File: src/rtl/orbit_angle_bank.sv
// Bank of independent orbital angle accumulators with
// per-channel step, direction, pause, load and lap count.
module orbit_angle_bank #(
  parameter int NUM_CH    = 3,
  parameter int ANGLE_W   = 9,
  parameter int ANGLE_MAX = 359,
  parameter int STEP_W    = 4,
  parameter int LAP_W     = 8
) (
  input  logic                      clk1485,
  input  logic                      rst,
  input  logic [NUM_CH-1:0]         tick,
  input  logic [NUM_CH-1:0]         en,
  input  logic [NUM_CH-1:0]         dir,
  input  logic [NUM_CH*STEP_W-1:0]  step,
  input  logic                      freeze,
  input  logic [NUM_CH-1:0]         load,
  input  logic [NUM_CH*ANGLE_W-1:0] load_val,
  output logic [NUM_CH*ANGLE_W-1:0] angle,
  output logic [NUM_CH-1:0]         wrap,
  output logic [NUM_CH*LAP_W-1:0]   lap_cnt
);

  // Working width holds angle + step and the full modulus.
  localparam int CW = ((STEP_W > ANGLE_W) ? STEP_W : ANGLE_W) + 1;
  localparam logic [CW-1:0] MOD  = CW'(ANGLE_MAX + 1);
  localparam logic [CW-1:0] AMAX = CW'(ANGLE_MAX);
  localparam logic [LAP_W-1:0] ONE = LAP_W'(1);

  for (genvar i = 0; i < NUM_CH; i++) begin : g_ch
    logic [ANGLE_W-1:0] ang_q, ang_d;
    logic [LAP_W-1:0]   lap_q, lap_d;
    logic               wrap_q, wrap_d;
    logic [CW-1:0]      a, s, lv, sum;

    always_comb begin
      a = CW'(ang_q);
      s = CW'(step[i*STEP_W +: STEP_W]);
      if (s > MOD) s = MOD;
      lv = CW'(load_val[i*ANGLE_W +: ANGLE_W]);
      if (lv > AMAX) lv = AMAX;
      sum    = a + s;
      ang_d  = ang_q;
      lap_d  = lap_q;
      wrap_d = 1'b0;
      if (load[i]) begin
        ang_d = ANGLE_W'(lv);
      end else if (!freeze && en[i] && tick[i]) begin
        if (!dir[i]) begin
          if (sum > AMAX) begin
            ang_d  = ANGLE_W'(sum - MOD);
            wrap_d = 1'b1;
            lap_d  = lap_q + ONE;
          end else begin
            ang_d = ANGLE_W'(sum);
          end
        end else begin
          if (a < s) begin
            ang_d  = ANGLE_W'(a + MOD - s);
            wrap_d = 1'b1;
            lap_d  = lap_q - ONE;
          end else begin
            ang_d = ANGLE_W'(a - s);
          end
        end
      end
    end

    always_ff @(posedge clk1485) begin
      if (rst) begin
        ang_q  <= '0;
        lap_q  <= '0;
        wrap_q <= 1'b0;
      end else begin
        ang_q  <= ang_d;
        lap_q  <= lap_d;
        wrap_q <= wrap_d;
      end
    end

    assign angle[i*ANGLE_W +: ANGLE_W] = ang_q;
    assign lap_cnt[i*LAP_W +: LAP_W]   = lap_q;
    assign wrap[i]                     = wrap_q;
  end

endmodule

File: config.mk
export PLATFORM = sky130hd
export DESIGN_NAME = orbit_angle_bank
export DESIGN_NICKNAME = d
export VERILOG_FILES = /design/src/rtl/orbit_angle_bank.sv
export SDC_FILE = /design/constraint.sdc
export NUM_CORES = 1
export LEC_CHECK = 0
export ABC_AREA = 1
export ABC_CLOCK_PERIOD_IN_PS = 3000
export CORE_MARGIN = 4
export CORE_UTILIZATION = 50
export DETAILED_ROUTE_END_ITERATION = 10
export PLACE_DENSITY_LB_ADDON = 0.2
export SYNTH_ARGS = -nofsm -noshare
export SYNTH_HDL_FRONTEND = slang
export SYNTH_SLANG_ARGS = --single-unit
File: constraint.sdc
create_clock -name clk1485 -period 3 [get_ports clk1485]
set_input_delay 0.6 -clock clk1485 [delete_from_list [all_inputs] [get_ports clk1485]]
set_output_delay 0.6 -clock clk1485 [all_outputs]
set_load 0.01 [all_outputs]
==> impl_metrics.csv <==
group,metric,value,unit
layout,postLayoutCellArea,8650,um2
layout,synthesis_to_layout_area_growth,34.4,%
yosys,yosys.cell_types.count,44,
drt,drt_iter0_drc,412,
drt,detail_route.drc_violations,0,
yosys,synth_top_cell_area_share,0.168,
global_routing,gr-usage-met2,0.440,
floorplan,fp.dieW,121,um
drt,via_count,7184,
layout,multi_input_comb_area,4740,um2
timing,setup_slack,0.191,ns
hold_path,worst_hold_path_type,"reg -> reg",
critical_path,worstSetupPathType,"in -> reg",
timing,final.setup_skew,0.00401,ns
global_routing,grt_pass1_wl,31.0,mm
global_routing,globalRoute.busiestLayer,"met2",
floorplan,initial_utilization,0.510,
drt,antenna_left,0,
layout,fill_cells,1150,
power,p_leak,0.00424,uW
layout,layout-drive-gt1-share,0.151,
clock_tree,cts-buffers-inserted,5,
timing,rsz_0062_raised_after_global_routing,"true",
critical_path,crit_path_end_kind,"flip-flop",
yosys,syn-instance-count,996,
clock_tree,cts_sink_count,54,
clock_tree,clk_path_buf_depth,2,
yosys,post-synth-top-area-cell,"dfxtp_1",
layout,fin_nets,1342,
drt,routed_wl,18.7,mm
yosys,avg_inst_size_synth,6.46,um2
timing,holdWs,0.462,ns
yosys,number_of_flops_mapped_to_enable_cells_by_yosys,0,
clock_tree,cts.htree.levels,2,
global_routing,pin_count_of_the_biggest_net_entering_global_routing,18,
floorplan,floorplan.rows,41,
drt,routed_wire_length_per_instance,13.7,um
global_routing,first_global_vias,6774,
place,postPlaceCellArea,8440,um2
clock_tree,worst_setup_hold_path_clk_slew,0.07,ns
clock_tree,clk_root_buffer_cell,"clkbuf_16",
critical_path,max_fo_critical_path,3,
place,routabilityCongestion,0.948,
clock_tree,clk-insertion-delay-late,0.30,ns
timing,worst_slew_pin_slew,0.587,ns
power,vdd.ir_drop.worst,0.229,mV
global_routing,grtUsageMet1,0.333,
floorplan,coreArea,12600,um2
place,port_buffers,107,
run,max-cap-violations,0,
timing,fmax,0.356,GHz
global_routing,grt.total_usage,0.252,
place,dp_worst_setup_slack,-0.204,ns
critical_path,timing.critical_path.from_type,"primary input",
timing,setup_total_negative_slack,0,ns
power,post-layout-total-power,2940,uW
global_routing,grt_antenna_before_repair,0,
yosys,synth_fp_nets,1140,
power,power_density,340,nW/um2
yosys,synth-async-reset-ratio,0,
floorplan,die_height,121,um
yosys,synth_seq_area_share,0.168,
clock_tree,cts_tree,"yes",
floorplan,fp.dieArea,14800,um2
drt,post_drt_via_cell_ratio,5.24,
timing,hold_violations,0,
yosys,synth_warnings,0,
yosys,yosys_register_bits,54,
timing,min_period_over_period,0.936,
critical_path,worst_ep_arrival_time,3.04,ns
timing,report.final.setup_viol,0,
yosys,ys_top_cells_by_area,"dfxtp_1 (17%), ha_1 (14%), nand2_1 (13%)",
critical_path,worst-endpoint-required,3.23,ns
timing,timing.slew.headroom,0.608,
yosys,postSynth.topFlopCell,"dfxtp_1",
layout,regArea,1080,um2
timing,timing.final.crit_period,2.81,ns
drt,detail_route.first_pass.iterations,6,
global_routing,groute.layer.met3.usage,0.0373,
run_status,run_status,"complete, no violations",
yosys,synth_area,6440,um2
place,dp_hpwl,15.2,mm
timing,finalMaxSlewViolations,0,
layout,num_antenna_cells,0,
floorplan,design.portCount,108,
global_routing,overflow,0,
==> layer usage <==
metal  up-vias  share of wire
met5         -              0
met4         0          0.013
met3        24          0.054
met2       203           0.47
met1      3253           0.46
li1       3704              -
==> cell families (layout without fill, tap and decap cells) <==
logic type / after synthesis / after routing / share of synthesized area
and+or+nand+nor: 434 / 434 / 0.294
AOI/OAI and AO/OA: 214 / 214 / 0.187
buffers and inverters: 166 / 369 / 0.103
adders and majority gates: 90 / 90 / 0.196
DFF: 54 / 54 / 0.168
xor gates and xnor gates: 38 / 38 / 0.0517
==> stage by stage <==
step                      instances  utilization
after detailed placement       1363        0.668
after global placement         1363        0.668
final                          1371        0.685
after global routing           1371        0.685
after floorplan                 996            -
after CTS                      1371        0.681
==> power breakdown <==
| group | internal (uW) | switching (uW) | total (uW) |
|---|---|---|---|
| logic | 688 | 782 | 1470 |
| registers | 757 | 78.4 | 836 |
| clock network | 358 | 278 | 635 |
==> sequential cells by signal (all words and copies together) (netlist names) <==
| name | flops |
|---|---|
| g_ch.ang_q | 27 |
| g_ch.lap_q | 24 |
| g_ch.wrap_q | 3 |
==> cell type report <==
| cell class | count | share of cell area |
|---|---|---|
| inverters | 141 | 0.0618 |
| well taps | 172 | 0.0249 |
| multi-input cells | 776 | 0.548 |
| repair buffers | 220 | 0.222 |
| clock buffers | 7 | 0.0176 |
| clock inverters | 1 | 0.00101 |
| flip-flops and latches | 54 | 0.125 |
==> cells in the mapped netlist (all sizes together) (12+ instances only) <==
master / count
nand4: 19
a21oi: 105
nand2: 237
ha: 72
o21ai: 77
fa: 18
xor2: 31
nor2: 74
nand3: 79
clkbuf: 13
dfxtp: 54
buf: 12
inv: 138
==> final timing paths <==
kind	from	to	slack (ns)	cells past startpoint
max	step[3]	g_ch[0].ang_q[4]$_SDFFE_PP0P_	0.19	15
min	g_ch[1].lap_q[7]$_SDFFE_PP0P_	g_ch[1].lap_q[7]$_SDFFE_PP0P_	0.46	1
max reg2reg	g_ch[1].ang_q[3]$_SDFFE_PP0P_	g_ch[1].lap_q[5]$_SDFFE_PP0P_	0.58	13
min reg2reg	g_ch[1].lap_q[7]$_SDFFE_PP0P_	g_ch[1].lap_q[7]$_SDFFE_PP0P_	0.46	1
==> what timing repair did <==
item | 4_1_cts | 5_1_grt
setup endpoints to repair | 0 | 28
buffers inserted | 0 | 0
hold buffers | 0 | 0
resized for setup | 0 | 17
==> placed cells by master, fill, tap and decap left out, types with 7 or more instances in the layout <==
cell type and count:
nand2_1 224, inv_1 128, buf_4 113, clkdlybuf4s50_1 107, a21oi_1 93, nand3_1 74
nor2_1 71, ha_1 70, o21ai_0 63, dfxtp_1 54, xor2_1 31, nand4_1 19
fa_1 16, nand2_2 13, o21ai_1 11, a21oi_2 10, o211ai_1 10, or2_2 9
inv_2 8, xnor2_1 7
==> worst max-delay path, stage by stage <==
cell and delay, ns:
clkdlybuf4s50_1 0.51, inv_1 0.08, buf_4 0.14, fa_1 0.57, inv_1 0.07, a21oi_2 0.14
nand2_1 0.09, buf_4 0.14, nand2_1 0.05, nand2_1 0.05, o21ai_0 0.24, nand2_1 0.09
nand2_1 0.09, o21ai_1 0.06, a21oi_1 0.12
No activity file was read; power rests on OpenSTA's default activity.
